`src/rtl/sram_ctrl_pkg.sv`:
```
// Shared types and constants for the SRAM arbiter/sequencer.
//   state_e    : sequencer states (idle, address setup, strobe, completion)
//   SRAM_AW/DW : pin-level SRAM address and data widths (1M x 16 device)
//   WORD_BYTES : bytes per requester word
//   half_be    : byte-enable pair belonging to one 16-bit half of a word
package sram_ctrl_pkg;

  typedef enum logic [1:0] {
    StIdle   = 2'd0,
    StSetup  = 2'd1,
    StStrobe = 2'd2,
    StAck    = 2'd3
  } state_e;

  localparam int unsigned SRAM_AW    = 20;
  localparam int unsigned SRAM_DW    = 16;
  localparam int unsigned WORD_BYTES = 4;

  function automatic logic [1:0] half_be(input logic [WORD_BYTES-1:0] be, input logic half);
    return half ? be[3:2] : be[1:0];
  endfunction

endpackage

```
`src/rtl/sram_arb_ctrl_if.sv`:
```
// Word request channel between one requester and sram_arb_ctrl.
//   req/we/addr/wdata/be : request, held by the requester until gnt
//   gnt                  : one-cycle accept pulse
//   ack/rdata            : one-cycle completion pulse, read data valid with ack
// Modports: master (requester side), slave (controller side).
interface sram_arb_ctrl_if #(
  parameter int unsigned AW = 19
);
  logic          req;
  logic          we;
  logic [AW-1:0] addr;
  logic [31:0]   wdata;
  logic [3:0]    be;
  logic          gnt;
  logic          ack;
  logic [31:0]   rdata;

  modport master (
    output req, we, addr, wdata, be,
    input  gnt, ack, rdata
  );

  modport slave (
    input  req, we, addr, wdata, be,
    output gnt, ack, rdata
  );
endinterface

```
`src/rtl/sram_rr_arbiter.sv`:
```
// Two-way request arbiter for sram_arb_ctrl.
//   clk, rst_n : clock, asynchronous active-low reset
//   req[1:0]   : requests from m1/m0
//   take       : the controller accepts the current grant this cycle
//   gnt[1:0]   : one-hot combinational grant (zero when no request)
// Default build: round-robin, the requester not granted last wins a tie.
// SRAM_FIXED_PRIO_EN defined: fixed priority, m0 wins a tie, no pointer state.
module sram_rr_arbiter (
  input  logic       clk,
  input  logic       rst_n,
  input  logic [1:0] req,
  input  logic       take,
  output logic [1:0] gnt
);

`ifdef SRAM_FIXED_PRIO_EN
  always_comb begin
    gnt = 2'b00;
    if (req[0]) begin
      gnt = 2'b01;
    end else if (req[1]) begin
      gnt = 2'b10;
    end
  end

  logic unused_rr;
  assign unused_rr = ^{clk, rst_n, take};
`else
  // 0: m0 favoured on a tie, 1: m1 favoured.
  logic prio_q;

  always_comb begin
    gnt = req;
    if (req == 2'b11) begin
      gnt = prio_q ? 2'b10 : 2'b01;
    end
  end

  always_ff @(posedge clk or negedge rst_n) begin
    if (!rst_n) begin
      prio_q <= 1'b0;
    end else if (take && (|req)) begin
      // Granting m0 hands the tie to m1 and vice versa.
      prio_q <= gnt[0];
    end
  end
`endif

endmodule

```
`src/rtl/sram_arb_ctrl.sv`:
```
// Arbiter and access sequencer for a 1M x 16 asynchronous SRAM.
// Two requesters (m0, m1) issue 32-bit word accesses; each is split into two
// 16-bit half-accesses (low half at {addr,0}, high half at {addr,1}), each
// being one SETUP cycle followed by WAIT_CYC STROBE cycles, then one ACK cycle.
//   clk, resetn      : clock, asynchronous active-low reset
//   m0, m1           : request channels (sram_arb_ctrl_if.slave)
//   sram_addr        : SRAM address
//   sram_dq_o/_oe    : write data and pad output enable (tri-state lives above)
//   sram_dq_i        : pad input data
//   sram_*_n         : chip/output/write enables and byte lane strobes
// All outputs are registered. Optional macro SRAM_FIXED_PRIO_EN selects
// fixed m0-first priority instead of round-robin (see sram_rr_arbiter).
module sram_arb_ctrl
  import sram_ctrl_pkg::*;
#(
  parameter int unsigned WAIT_CYC = 1,
  parameter int unsigned AW       = 19
) (
  input  logic               clk,
  input  logic               resetn,
  sram_arb_ctrl_if.slave     m0,
  sram_arb_ctrl_if.slave     m1,
  output logic [SRAM_AW-1:0] sram_addr,
  output logic [SRAM_DW-1:0] sram_dq_o,
  output logic               sram_dq_oe,
  input  logic [SRAM_DW-1:0] sram_dq_i,
  output logic               sram_ce_n,
  output logic               sram_oe_n,
  output logic               sram_we_n,
  output logic               sram_lb_n,
  output logic               sram_ub_n
);

  localparam int unsigned    CntW    = (WAIT_CYC > 1) ? $clog2(WAIT_CYC) : 1;
  localparam logic [CntW-1:0] CntLoad = CntW'(WAIT_CYC - 1);

  state_e                  state_q, state_d;
  logic                    half_q, half_d;
  logic [CntW-1:0]         cnt_q, cnt_d;
  logic                    owner_q, owner_d;
  logic                    lat_we_q, lat_we_d;
  logic [AW-1:0]           lat_addr_q, lat_addr_d;
  logic [31:0]             lat_wdata_q, lat_wdata_d;
  logic [WORD_BYTES-1:0]   lat_be_q, lat_be_d;

  logic [1:0]              req, arb_gnt;
  logic                    take;
  logic                    rd_sample;

  logic [SRAM_AW-1:0]      addr_q, addr_d;
  logic [SRAM_DW-1:0]      dq_o_q, dq_o_d;
  logic                    dq_oe_q, dq_oe_d;
  logic                    ce_n_q, ce_n_d, oe_n_q, oe_n_d, we_n_q, we_n_d;
  logic                    lb_n_q, lb_n_d, ub_n_q, ub_n_d;
  logic [1:0]              gnt_q, gnt_d, ack_q, ack_d;
  logic [1:0]              hbe_d;
  logic [31:0]             rdata_q;

  assign req  = {m1.req, m0.req};
  assign take = (state_q == StIdle) && (|req);

  sram_rr_arbiter u_arb (
    .clk   (clk),
    .rst_n (resetn),
    .req   (req),
    .take  (take),
    .gnt   (arb_gnt)
  );

  always_comb begin
    state_d     = state_q;
    half_d      = half_q;
    cnt_d       = cnt_q;
    owner_d     = owner_q;
    lat_we_d    = lat_we_q;
    lat_addr_d  = lat_addr_q;
    lat_wdata_d = lat_wdata_q;
    lat_be_d    = lat_be_q;
    unique case (state_q)
      StIdle: begin
        if (take) begin
          state_d = StSetup;
          half_d  = 1'b0;
          owner_d = arb_gnt[1];
          if (arb_gnt[1]) begin
            lat_we_d    = m1.we;
            lat_addr_d  = m1.addr;
            lat_wdata_d = m1.wdata;
            lat_be_d    = m1.be;
          end else begin
            lat_we_d    = m0.we;
            lat_addr_d  = m0.addr;
            lat_wdata_d = m0.wdata;
            lat_be_d    = m0.be;
          end
        end
      end
      StSetup: begin
        state_d = StStrobe;
        cnt_d   = CntLoad;
      end
      StStrobe: begin
        if (cnt_q == '0) begin
          if (!half_q) begin
            state_d = StSetup;
            half_d  = 1'b1;
          end else begin
            state_d = StAck;
          end
        end else begin
          cnt_d = cnt_q - CntW'(1);
        end
      end
      StAck: state_d = StIdle;
      default: state_d = StIdle;
    endcase
  end

  // Pin values are derived from the next state so they register in step with it.
  always_comb begin
    addr_d  = addr_q;
    dq_o_d  = dq_o_q;
    dq_oe_d = 1'b0;
    ce_n_d  = 1'b1;
    oe_n_d  = 1'b1;
    we_n_d  = 1'b1;
    lb_n_d  = 1'b1;
    ub_n_d  = 1'b1;
    gnt_d   = take ? arb_gnt : 2'b00;
    ack_d   = 2'b00;
    hbe_d   = half_be(lat_be_d, half_d);
    if ((state_d == StSetup) || (state_d == StStrobe)) begin
      ce_n_d = 1'b0;
      addr_d = SRAM_AW'({lat_addr_d, half_d});
      if (lat_we_d) begin
        dq_oe_d = 1'b1;
        dq_o_d  = half_d ? lat_wdata_d[31:16] : lat_wdata_d[15:0];
        lb_n_d  = ~hbe_d[0];
        ub_n_d  = ~hbe_d[1];
        // A half with no enabled byte keeps its timing but never strobes WE.
        if (state_d == StStrobe) begin
          we_n_d = ~(|hbe_d);
        end
      end else begin
        oe_n_d = 1'b0;
        lb_n_d = 1'b0;
        ub_n_d = 1'b0;
      end
    end
    if (state_d == StAck) begin
      ack_d = owner_d ? 2'b10 : 2'b01;
    end
  end

  assign rd_sample = (state_q == StStrobe) && (cnt_q == '0) && !lat_we_q;

  always_ff @(posedge clk or negedge resetn) begin
    if (!resetn) begin
      state_q     <= StIdle;
      half_q      <= 1'b0;
      cnt_q       <= '0;
      owner_q     <= 1'b0;
      lat_we_q    <= 1'b0;
      lat_addr_q  <= '0;
      lat_wdata_q <= '0;
      lat_be_q    <= '0;
      addr_q      <= '0;
      dq_o_q      <= '0;
      dq_oe_q     <= 1'b0;
      ce_n_q      <= 1'b1;
      oe_n_q      <= 1'b1;
      we_n_q      <= 1'b1;
      lb_n_q      <= 1'b1;
      ub_n_q      <= 1'b1;
      gnt_q       <= 2'b00;
      ack_q       <= 2'b00;
      rdata_q     <= '0;
    end else begin
      state_q     <= state_d;
      half_q      <= half_d;
      cnt_q       <= cnt_d;
      owner_q     <= owner_d;
      lat_we_q    <= lat_we_d;
      lat_addr_q  <= lat_addr_d;
      lat_wdata_q <= lat_wdata_d;
      lat_be_q    <= lat_be_d;
      addr_q      <= addr_d;
      dq_o_q      <= dq_o_d;
      dq_oe_q     <= dq_oe_d;
      ce_n_q      <= ce_n_d;
      oe_n_q      <= oe_n_d;
      we_n_q      <= we_n_d;
      lb_n_q      <= lb_n_d;
      ub_n_q      <= ub_n_d;
      gnt_q       <= gnt_d;
      ack_q       <= ack_d;
      if (rd_sample) begin
        rdata_q[SRAM_DW*half_q +: SRAM_DW] <= sram_dq_i;
      end
    end
  end

  assign sram_addr  = addr_q;
  assign sram_dq_o  = dq_o_q;
  assign sram_dq_oe = dq_oe_q;
  assign sram_ce_n  = ce_n_q;
  assign sram_oe_n  = oe_n_q;
  assign sram_we_n  = we_n_q;
  assign sram_lb_n  = lb_n_q;
  assign sram_ub_n  = ub_n_q;
  assign m0.gnt     = gnt_q[0];
  assign m1.gnt     = gnt_q[1];
  assign m0.ack     = ack_q[0];
  assign m1.ack     = ack_q[1];
  // One shared read buffer; only the owner's ack qualifies it.
  assign m0.rdata   = rdata_q;
  assign m1.rdata   = rdata_q;

endmodule

```
`src/flat_wrapper.sv`:
```
// flat-port wrapper written by rule: the top's interface ports become plain ports
module sram_arb_ctrl_flat import sram_ctrl_pkg::*;
#(
  parameter int unsigned WAIT_CYC = 1,
  parameter int unsigned AW       = 19
)
  (clk, resetn, sram_addr, sram_dq_o, sram_dq_oe, sram_dq_i, sram_ce_n, sram_oe_n, sram_we_n, sram_lb_n, sram_ub_n, m0_req, m0_we, m0_addr, m0_wdata, m0_be, m0_gnt, m0_ack, m0_rdata, m1_req, m1_we, m1_addr, m1_wdata, m1_be, m1_gnt, m1_ack, m1_rdata);
  sram_arb_ctrl_if #(.AW(AW)) m0_i ();
  sram_arb_ctrl_if #(.AW(AW)) m1_i ();
  input  logic clk;
  input  logic resetn;
  output logic [SRAM_AW-1:0] sram_addr;
  output logic [SRAM_DW-1:0] sram_dq_o;
  output logic sram_dq_oe;
  input  logic [SRAM_DW-1:0] sram_dq_i;
  output logic sram_ce_n;
  output logic sram_oe_n;
  output logic sram_we_n;
  output logic sram_lb_n;
  output logic sram_ub_n;
  input wire logic [$bits(m0_i.req)-1:0] m0_req;
  input wire logic [$bits(m0_i.we)-1:0] m0_we;
  input wire logic [$bits(m0_i.addr)-1:0] m0_addr;
  input wire logic [$bits(m0_i.wdata)-1:0] m0_wdata;
  input wire logic [$bits(m0_i.be)-1:0] m0_be;
  output wire logic [$bits(m0_i.gnt)-1:0] m0_gnt;
  output wire logic [$bits(m0_i.ack)-1:0] m0_ack;
  output wire logic [$bits(m0_i.rdata)-1:0] m0_rdata;
  input wire logic [$bits(m1_i.req)-1:0] m1_req;
  input wire logic [$bits(m1_i.we)-1:0] m1_we;
  input wire logic [$bits(m1_i.addr)-1:0] m1_addr;
  input wire logic [$bits(m1_i.wdata)-1:0] m1_wdata;
  input wire logic [$bits(m1_i.be)-1:0] m1_be;
  output wire logic [$bits(m1_i.gnt)-1:0] m1_gnt;
  output wire logic [$bits(m1_i.ack)-1:0] m1_ack;
  output wire logic [$bits(m1_i.rdata)-1:0] m1_rdata;
  assign m0_i.req = m0_req;
  assign m0_i.we = m0_we;
  assign m0_i.addr = m0_addr;
  assign m0_i.wdata = m0_wdata;
  assign m0_i.be = m0_be;
  assign m0_gnt = m0_i.gnt;
  assign m0_ack = m0_i.ack;
  assign m0_rdata = m0_i.rdata;
  assign m1_i.req = m1_req;
  assign m1_i.we = m1_we;
  assign m1_i.addr = m1_addr;
  assign m1_i.wdata = m1_wdata;
  assign m1_i.be = m1_be;
  assign m1_gnt = m1_i.gnt;
  assign m1_ack = m1_i.ack;
  assign m1_rdata = m1_i.rdata;
  sram_arb_ctrl #(.WAIT_CYC(WAIT_CYC), .AW(AW)) u_core (.clk(clk), .resetn(resetn), .m0(m0_i), .m1(m1_i), .sram_addr(sram_addr), .sram_dq_o(sram_dq_o), .sram_dq_oe(sram_dq_oe), .sram_dq_i(sram_dq_i), .sram_ce_n(sram_ce_n), .sram_oe_n(sram_oe_n), .sram_we_n(sram_we_n), .sram_lb_n(sram_lb_n), .sram_ub_n(sram_ub_n));
endmodule
```
`config.mk`:
```
export PLATFORM = sky130hd
export DESIGN_NAME = sram_arb_ctrl_flat
export DESIGN_NICKNAME = d
export VERILOG_FILES = /design/src/rtl/sram_ctrl_pkg.sv /design/src/rtl/sram_arb_ctrl_if.sv /design/src/rtl/sram_rr_arbiter.sv /design/src/rtl/sram_arb_ctrl.sv /design/src/flat_wrapper.sv
export SDC_FILE = /design/constraint.sdc
export NUM_CORES = 1
export LEC_CHECK = 0
export CORE_MARGIN = 3
export CORE_UTILIZATION = 30
export CTS_CLUSTER_DIAMETER = 120
export CTS_CLUSTER_SIZE = 14
export DETAILED_ROUTE_END_ITERATION = 8
export PLACE_DENSITY = 0.65
export SYNTH_ARGS = -nofsm -noshare
export SYNTH_HDL_FRONTEND = slang
export SYNTH_HIERARCHICAL = 1
export SYNTH_SLANG_ARGS = --single-unit
```
`constraint.sdc`:
```
create_clock -name clk -period 3.2 [get_ports clk]
set_clock_uncertainty 0.05 [all_clocks]
set_input_delay 0.32 -clock clk [delete_from_list [all_inputs] [get_ports clk]]
set_output_delay 0.32 -clock clk [all_outputs]
set_load 0.05 [all_outputs]
```
Word level (Yosys, flattened, before mapping). Cells that the tools add are included.

Input bits: 132. Bits in registers: 140. Word-level logic and storage cells: 88.

Reductions and logical operators: 11. Equal/unequal tests: 7. Shift-type cells: 2. Add/subtract/negate cells: 2. Bitwise gates (word level): 4. Mux-type cells: 42.

Operator list (number): two-way mux 32 bit (3); two-way mux 19 bit (3); negation 5 -> 34 bit (1); variable shift 16 x 34 -> 32 bit, first input constant (1); indexed part select 16 x 34 -> 32 bit (1); bitwise mux 32 bit (1); two-way mux 1 bit (19); two-way mux 2 bit (9); two-way mux 16 bit (1); two-way mux 4 bit (3); == test 2 bit, second input constant (5); one-hot mux 2 bit (4 select lines) (1); == test 2 x 1 -> 1 bit, second input constant (2); logical AND 1 bit (4); NOT 1 bit (4); one-hot mux 1 bit (2 select lines) (2); OR reduction 2 bit (2); zero test 2 bit (1); AND reduction 2 bit (1); nonzero test 2 bit (1); zero test 1 bit (1); logical OR 1 bit (1); subtractor 1 bit, second input constant (1).

Depth between registers and ports, before layout. Gate-level depths: netlist (run 1).

Word-level depth: 11. Mapped depth: 10. Mapped depth without buffers: 6.

Modules after synthesis. Netlist (run 1), hierarchy kept.

By module, submodules not included: sram_arb_ctrl (area each 6458.7 um2, times used 1, seq. area each 3459.6 um2, cells an instance 542); sram_rr_arbiter (area each 55.1 um2, times used 1, seq. area each 25.0 um2, cells an instance 6).

Least setup slack after synthesis (run 1). Ideal clock, no wire load.

Kind: reg-to-reg. Start: reg u_core.state_q[1]. End: reg u_core.addr_q[10], in the netlist u_core/sram_addr[10]. Path buffers: 4. Setup time: 0.125 ns. Stages on the path, launching flop included: 9. Data arrival time: 2.102 ns. Required time: 3.025 ns. Setup slack: 0.923 ns. Path through: dfrtp_1 buf_4 clkbuf_1 nor3_1 nor2_1 ha_1 clkbuf_1 clkbuf_1 mux2_2.

Word-level cells in the longest chain between the ends: 6.

RTL lines: start, declared (line sram_arb_ctrl.sv:37) `state_e state_q, state_d;`; start signal, assigned (line sram_arb_ctrl.sv:159) `state_q <= StIdle;`; start signal, assigned (line sram_arb_ctrl.sv:179) `state_q <= state_d;`; zero test 2 bit (line sram_arb_ctrl.sv:60, sram_arb_ctrl.sv:79); logical AND 1 bit (line sram_arb_ctrl.sv:60) `assign take = (state_q == StIdle) && (|req);`; two-way mux 2 bit (line sram_arb_ctrl.sv:81) `if (take) begin`; one-hot mux 2 bit (4 select lines) (*) (line sram_arb_ctrl.sv:79) `unique case (state_q)`; via u_core.state_d[0] (line sram_arb_ctrl.sv:37); == test 2 x 1 -> 1 bit or == test 2 bit (tied branches) (line sram_arb_ctrl.sv:132) `if ((state_d == StSetup) || (state_d == StStrobe)) begin`; logical OR 1 bit (*) (line sram_arb_ctrl.sv:132); end signal, assigned (line sram_arb_ctrl.sv:187) `addr_q <= addr_d;`; end, declared (line sram_arb_ctrl.sv:50) `logic [SRAM_AW-1:0] addr_q, addr_d;`.

Mark *: on every way through the listed nets, which the timed path passes. The rest lies on a longest branch. A chain may end at the register's enable or synchronous reset.

Worst setup path after layout (run 1).
Start: reg u_core.state_q[1]. End: reg u_core.addr_q[6], in the netlist u_core/sram_addr[6].

The elaborated chain is that of the path after synthesis.

==> impl_metrics.toml, run 1 <==
[outcome]
status = "complete, but fails checks"
violations = "hold timing"

[synthesis]
synth.most_common_cell = "dfrtp_1"
synth_top_area_share_pct = 51.5
synth_area_leaders = "dfrtp_1 51%, mux2_2 8.8%, mux2i_1 8.0%"
synth_top_area_cell = "dfrtp_1"
async_reset_ff_share_pct = 100
yosysWarningCount = 6
yosysSeqAreaShare_pct = 53.5
syn_area_sq_um = 6510
synth_area_per_cell_sq_um = 11.9
ys.flop_type = "dfrtp_1"
syn-instance-count = 548
syn-num-nets = 681
yosys_register_bits = 139
synth_common_cells = "134 x dfrtp_1, 52 x mux2i_1, 51 x mux2_2, 39 x buf_4, 37 x o21ai_0"
synth_edf_count = 0
yosysUniqueCellTypes = 40

[sta]
worst_pin_slew_ps = 1090
post-route-min-period_ps = 2390
hold_viol_final = 11
slew-limit-headroom_pct = 27.5
fmax_mhz = 418
period_share_pct = 74.8
drv_slew = 0
holdWs_ps = -34.7
rsz0062_at_grt = "no"
setup_viol = 0
final.setup.tns_ps = 0

[setup_path]
critical_path.max_fanout = 20
cp-startpoint = "u_core/state_q[1]$_DFF_PN0_"
reg2reg_depth = 6
cp.arrival_ps = 2640
end_kind = "register"
regToRegStartpoint = "u_core/state_q[1]$_DFF_PN0_"
timing.rr.end = "u_core/sram_addr[6]$_DFFE_PN0N_"
critPathKind = "reg -> reg"
crit_end = "u_core/sram_addr[6]$_DFFE_PN0N_"
critPathLaunchType = "register"
cp.required_ps = 3440
rrSetupSlack_ps = 810

[layout]
fin_util_pct = 45.0
drive_gt1_share_pct = 15.4
nFillCells = 2026
area_delta_synth_final_pct = 46.1
fin_nets = 883

[placed_design]
io_buffers = 241
place.gp.congestion = 0.761
dp_hpwl_um = 12800

[grt]
grt_pass1_wl_um = 28700
overflow = 0
antenna_found_initial = 1
first_global_vias = 5206
grt_start_max_net_pins = 113
grtUsageTotal_pct = 15.2

[clock_network]
postCtsResizedCells = 0
numCtsBuffers = 17
tritoncts = "done"
cts.sinks = 139
htreeDepth = 4
cts_buffer_depth = 2
hold_buffers = 0
clkLatencyLatePin_ps = 410
cts-root-buf = "clkbuf_16"
clk_pin_slew_ps = 60
post-cts-setup-buffers = 0

[power]
p_per_area_nw_per_um2 = 1250
p_leak_nw = 3.82
vdd_drop_max_mv = 0.470

[floorplan]
start_util_pct = 30.8
die_area_sq_um = 23500
fp.dieH_um = 153
core_sq_um = 21200
ioPinCount = 242
die-width_um = 153
std_cell_rows = 53

[route]
firstDrtPassIters = 4
highest_layer = "met4"
dr.first_iter.drc_count = 230
post_drt_wl_per_cell_um = 17.6
met1_length_um = 7750
dr_total_vias = 5063
route.met3.wl_um = 1030
drc = 0
wl_met2_um = 9110
wirelength_um = 18200
viasPerCell = 4.88
ant_nets = 0

[job]
max-cap-violations = 0

[hold_path]
hold_path_class = "in -> async"
routing by layer:
metal / global-route usage (%) / vias up
met5: 0 / -
li1: - / 2388
met2: 25.4 / 172
met3: 3.31 / 22
met4: 5.55 / 0
met1: 19.3 / 2481
per-stage QoR:
step	power, W	std cells	hold slack (ps)	instance area [sq um]	worst slack [ps]
6_report	0.0119	1038	-34.7	9520	806
5_1_grt	0.0126	1038	81.1	9520	675
4_1_cts	0.0120	1037	66.7	9510	782
3_5_place_dp	0.0102	1006	424	8980	507
3_3_place_gp	0.0101	1006	419	8980	538
2_1_floorplan	0.00820	548	-25.6	6510	923
registers in the layout, summed over array words and instances (netlist names), 2 cells and up:
register / flops
u_core/ack_q: 2
u_core/sram_addr: 20
u_core/m0.rdata: 32
u_core/sram_dq_o: 16
u_core/lat_be_q: 4
u_core/lat_addr_q: 19
u_core/state_q: 2
u_core/gnt_q: 2
u_core/lat_wdata_q: 32
layout by cell type, fill, tap and decap left out, types with 2 or more instances in the layout:
| cell type | Yosys | routed |
|---|---|---|
| a31oi_1 | 33 | 33 |
| clkbuf_16 | 0 | 17 |
| inv_1 | 7 | 6 |
| and3_1 | 3 | 3 |
| dfrtp_1 | 134 | 134 |
| nor2_1 | 6 | 6 |
| clkbuf_1 | 12 | 3 |
| buf_12 | 0 | 3 |
| a2111oi_1 | 2 | 2 |
| o21a_1 | 32 | 32 |
| clkdlybuf4s50_1 | 0 | 240 |
| a2111oi_2 | 2 | 2 |
| dfstp_2 | 5 | 5 |
| nor3_2 | 2 | 2 |
| clkinv_2 | 0 | 5 |
| o31ai_1 | 2 | 2 |
| mux2_2 | 51 | 51 |
| o21ai_0 | 37 | 37 |
| buf_4 | 39 | 16 |
| clkbuf_8 | 0 | 4 |
| mux2i_1 | 52 | 52 |
| nand2_1 | 3 | 3 |
| nor3_1 | 5 | 5 |
| o21ai_1 | 2 | 2 |
| a21oi_1 | 8 | 7 |
| nand3_1 | 32 | 32 |
| inv_2 | 1 | 2 |
| o211ai_1 | 32 | 32 |
| a21o_1 | 2 | 2 |
| nor2b_1 | 7 | 7 |
critical path, cell delays in order, from the launching register on:
cell	delay, ps
dfrtp_1	490
buf_4	270
nor3_1	200
nor2_1	80
ha_2	450
buf_4	340
mux2_2	380
cell type report:
type | instances | area (sq um) | share of cell area (%)
clock inverters | 7 | 41.3 | 0.434
well taps | 275 | 344 | 3.62
diodes | 1 | 2.50 | 0.0263
clock buffers | 24 | 492 | 5.17
multi-input cells | 324 | 2530 | 26.6
flip-flops and latches | 139 | 3480 | 36.6
repair buffers | 260 | 2590 | 27.3
inverters | 8 | 30.0 | 0.316
worst min-delay path by stage:
stage	start	end	slack [ps]	cells after the start
floorplan	resetn	u_core/ack_q[0]$_DFF_PN0_	-30	0
global placement	u_core/owner_q$_DFF_PN0_	u_core/owner_q$_DFF_PN0_	420	2
detailed placement	u_core/owner_q$_DFF_PN0_	u_core/owner_q$_DFF_PN0_	420	2
CTS	resetn	u_core/m0.rdata[26]$_DFFE_PN0P_	70	1
global route	resetn	u_core/m0.rdata[26]$_DFFE_PN0P_	80	1
finish	resetn	u_core/m0.rdata[26]$_DFFE_PN0P_	-30	1
where the power goes:
part | leakage [nW] | switching (W) | internal [W]
Sequential | 1.63 | 0.000465 | 0.00266
Clock | 0.266 | 0.000722 | 0.00106
Combinational | 1.92 | 0.00444 | 0.00259
kinds of logic after synthesis:
| kind of cell | count (synthesis) | synth area share (%) |
|---|---|---|
| flip-flops | 139 | 53.5 |
| buffers and inverters | 85 | 7.97 |
| AO/OA/AOI/OAI | 158 | 16.4 |
| multiplexers | 103 | 16.8 |
| adder cells (fa/ha/maj) | 1 | 0.192 |
| AND/OR/NAND/NOR | 62 | 5.15 |
Note: power is estimated with default switching activity, not from simulation.
==> run 2, diff against run 1 <==
==> constraint.sdc (replaced) <==
create_clock -name clk -period 2.25 [get_ports clk]
set_clock_uncertainty 0.05 [all_clocks]
set_input_delay 0.225 -clock clk [delete_from_list [all_inputs] [get_ports clk]]
set_output_delay 0.225 -clock clk [all_outputs]
set_load 0.05 [all_outputs]
==> impl_metrics.toml, run 2 (same netlist as run 1, synthesis figures left out) <==
[outcome]
status = "completed"

[floorplan]
fp.dieH_um = 153
die_area_sq_um = 23500
core_sq_um = 21200
start_util_pct = 30.8
ioPinCount = 242
die-width_um = 153
std_cell_rows = 53

[job]
max-cap-violations = 0

[setup_path]
cp.required_ps = 1980
path_cells = "clkdlybuf4s50_1"
critPathSlowestCell = "clkdlybuf4s50_1"
critPathLaunchType = "register"
critical_path.max_fanout = 1
cp_num_buf_inv = 1
cp_slowest_stage_delay_ps = 820
end_kind = "output pin"
cp.arrival_ps = 1750
critPathTopFamily = "buffers and inverters"
critPathKind = "reg -> out"

[placed_design]
io_buffers = 241
dp_hpwl_um = 13100
dp.cells = 1018
place.gp.congestion = 0.790
dp_slack_ps = 10.8

[sta]
drv_slew = 0
final.setup.tns_ps = 0
rsz0062_at_grt = "no"
post-route-min-period_ps = 2020
setup_viol = 0
fmax_mhz = 495
worst_pin_slew_ps = 586
hold_viol_final = 0
setup_ws_ps = 228
slew-limit-headroom_pct = 60.8
period_share_pct = 89.9

[clock_network]
postCtsResizedCells = 0
post-cts-setup-buffers = 0
htreeDepth = 4
clk_pin_slew_ps = 50
cts-root-buf = "clkbuf_16"
hold_buffers = 1
cts_buffer_depth = 2
tritoncts = "done"
numCtsBuffers = 17
clkLatencyLatePin_ps = 410
cts.sinks = 139

[power]
p_per_area_nw_per_um2 = 1790
vdd_drop_max_mv = 0.679
total_power_w = 0.0174
p_leak_nw = 3.93

[grt]
antenna_found_initial = 0
first_global_vias = 5134
overflow = 0
grtUsageTotal_pct = 15.1
grt_pass1_wl_um = 28500
grt_start_max_net_pins = 52

[layout]
most-common-layout-cells = "240 x clkdlybuf4s50_1, 134 x dfrtp_1, 52 x mux2i_1, 51 x mux2_2, 37 x o21ai_0"
nFillCells = 1988
fin_cells = 1050
area_delta_synth_final_pct = 49.0
fin_nets = 896
n_antenna_cell = 0
fin_util_pct = 45.9
drive_gt1_share_pct = 17.0
layout_commonest_cell = "clkdlybuf4s50_1"

[route]
wirelength_um = 18100
dr_total_vias = 5137
drc = 0
post_drt_wl_per_cell_um = 17.2
ant_nets = 0
firstDrtPassIters = 4
dr.first_iter.drc_count = 218
viasPerCell = 4.89

[hold_path]
hold_path_class = "in -> async"
-- run 2: area by class of cell --
type	count	area, sq um	share of cell area [%]
inverters	8	30.0	0.309
clock buffers	19	453	4.67
well taps	275	344	3.54
repair buffers	273	2740	28.3
flip-flops and latches	139	3480	35.9
multi-input cells	324	2530	26.0
clock inverters	12	124	1.28
-- run 2: per-stage QoR --
| step | area (sq um) | hold WS (ps) |
|---|---|---|
| global placement | 9120 | 158 |
| CTS | 9710 | 297 |
| finish | 9710 | 281 |
| global route | 9710 | 330 |
| floorplan | 6520 | -121 |
| detailed placement | 9120 | 160 |
-- run 2: worst paths after layout --
path | startpoint | endpoint | slack, ps | depth (start not counted)
max in group asynchronous | resetn | u_core/sram_ub_n$_DFF_PN1_ | 1170 | 3
max reg2reg | u_core/state_q[1]$_DFF_PN0_ | u_core/sram_addr[3]$_DFFE_PN0N_ | 240 | 5
min | resetn | u_core/lat_wdata_q[21]$_DFF_PN0_ | 280 | 2
min in group clk | sram_dq_i[7] | u_core/m0.rdata[23]$_DFFE_PN0P_ | 400 | 2
max | u_core/sram_lb_n$_DFF_PN1_ | sram_lb_n | 230 | 1
min reg2reg | u_core/lat_wdata_q[18]$_DFF_PN0_ | u_core/lat_wdata_q[18]$_DFF_PN0_ | 440 | 1
-- run 2: power breakdown --
part	internal (W)	switching [W]	total [W]	leakage, nW
sequential	0.00379	0.000657	0.00445	1.63
clock	0.00167	0.00104	0.00271	0.288
combinational	0.00387	0.00635	0.0102	2.00
total	0.00933	0.00805	0.0174	3.93
-- run 2: metal layers --
layer  vias up  GRT usage (%)  routed length (um)
li1       2419              -                   -
met1      2526           19.1                7670
met2       179           25.7                9170
met3        13           3.71                1000
met4         0           4.63                 238
met5         -              0                   0
==> run 3, diff against run 2 <==
--- a/config.mk
+++ b/config.mk
@@ -5,7 +5,6 @@
 export SDC_FILE = /design/constraint.sdc
 export NUM_CORES = 1
 export LEC_CHECK = 0
-export CORE_MARGIN = 3
 export CORE_UTILIZATION = 30
 export CTS_CLUSTER_DIAMETER = 120
 export CTS_CLUSTER_SIZE = 14
==> impl_metrics.toml, run 3 (same netlist as run 1, synthesis figures left out) <==
[outcome]
status = "completed"

[power]
vdd_drop_max_mv = 0.740
total_power_w = 0.0179
p_per_area_nw_per_um2 = 1810
p_leak_nw = 3.99

[layout]
fin_nets = 905
postLayoutCellArea_sq_um = 9860
fin_cells = 1060
most-common-layout-cells = "240 x clkdlybuf4s50_1, 134 x dfrtp_1, 52 x mux2i_1, 51 x mux2_2, 37 x o21ai_0"
n_antenna_cell = 0
multi_input_area_sq_um = 2530
area_delta_synth_final_pct = 51.3
drive_gt1_share_pct = 18.0
register_area_sq_um = 3480
nFillCells = 1992
fin_util_pct = 46.6
layout_commonest_cell = "clkdlybuf4s50_1"

[grt]
grt_start_max_net_pins = 59
first_global_vias = 5306
overflow = 0
antenna_found_initial = 0
grtUsageTotal_pct = 16.8
grt_pass1_wl_um = 28500

[floorplan]
fp.dieH_um = 149
die_area_sq_um = 22300
std_cell_rows = 53
ioPinCount = 242
core_sq_um = 21200
die-width_um = 149
start_util_pct = 30.8

[clock_network]
cts.sinks = 139
cts-root-buf = "clkbuf_16"
numCtsBuffers = 17
clkLatencyLatePin_ps = 410
htreeDepth = 4
cts_buffer_depth = 2
clk_pin_slew_ps = 60
tritoncts = "done"

[sta]
slew-limit-headroom_pct = 60.7
post-route-min-period_ps = 2040
period_share_pct = 90.9
drv_slew = 0
hold_viol_final = 0
rsz0062_at_grt = "no"
fmax_mhz = 489
setup_viol = 0
worst_pin_slew_ps = 587

[setup_path]
timing.rr.end = "u_core/sram_addr[6]$_DFFE_PN0N_"
reg2reg_depth = 5
cp_slowest_stage_delay_ps = 830
cp_num_buf_inv = 1
rrSetupSlack_ps = 320
cp.arrival_ps = 1770
cp.required_ps = 1980
critical_path.max_fanout = 1
path_cells = "clkdlybuf4s50_1"
critPathKind = "reg -> out"
critPathTopFamily = "buffers and inverters"
cp.depth = 1
end_kind = "output pin"
critPathLaunchType = "register"
regToRegStartpoint = "u_core/state_q[1]$_DFF_PN0_"
critPathSlowestCell = "clkdlybuf4s50_1"

[route]
wirelength_um = 17900
drc = 0
ant_nets = 0
viasPerCell = 4.86
dr.first_iter.drc_count = 238
dr_total_vias = 5153
firstDrtPassIters = 4
post_drt_wl_per_cell_um = 16.9

[placed_design]
placed_cell_area_sq_um = 9200
io_buffers = 241
dp.cells = 1027
dp_hpwl_um = 13000
place.gp.congestion = 0.754

[job]
max-cap-violations = 0

[hold_path]
hold_path_class = "in -> async"
-- run 3: cell types whose count changed in the layout (fill, tap and decap cells not counted) --
cell	change
clkinv_2	-4
clkinv_4	-1
bufinv_16	+3
clkbuf_8	-2
buf_12	+1
inv_6	+2
clkbuf_1	+1
clkinvlp_4	+2
buf_4	+8
-- run 3: worst max-delay path by stage --
stage	from	end	slack, ps
floorplan	u_core/state_q[1]$_DFF_PN0_	u_core/sram_addr[13]$_DFFE_PN0N_	6
global placement	m1_req	u_core/sram_dq_o[6]$_DFFE_PN0P_	-10
detailed placement	m1_req	u_core/sram_dq_o[6]$_DFFE_PN0P_	-3
CTS	u_core/sram_lb_n$_DFF_PN1_	sram_lb_n	180
global route	u_core/sram_lb_n$_DFF_PN1_	sram_lb_n	160
finish	u_core/sram_lb_n$_DFF_PN1_	sram_lb_n	210
-- run 3: per-layer routing --
metal  GRT usage (%)  up-vias  wire (um)
met5               0        -          0
met4            6.12        0        247
met3            3.21       19        717
met2            28.5      154       9100
met1            21.0     2543       7850
li1                -     2437          -
-- run 3: report_power, final --
| part | switching (W) | internal (W) | total (W) |
|---|---|---|---|
| registers | 0.000659 | 0.00379 | 0.00445 |
| clock network | 0.00109 | 0.00197 | 0.00306 |
| logic | 0.00641 | 0.00396 | 0.0104 |
-- run 3: final cells by class --
class                      count  area share (%)
clock buffer                  18            4.35
clock inverter                14            2.21
inverter                       8           0.305
multi-input combinational    324            25.6
sequential                   139            35.4
tap                          275            3.49
timing repair buffer         282            28.6
-- run 3: per-stage QoR --
step | worst slack [ps] | TNS, ps | hold WS (ps)
2_1_floorplan | 5.66 | 0 | -121
3_3_place_gp | -12.3 | -12.3 | 157
3_5_place_dp | -3.24 | -3.24 | 159
4_1_cts | 179 | 0 | 293
5_1_grt | 163 | 0 | 329
6_report | 206 | 0 | 285
-- run 3: timing repair --
action,in CTS,in global routing
resized for setup,0,0
hold endpoints to repair,46,0
hold buffers,1,0
buffers inserted,0,0
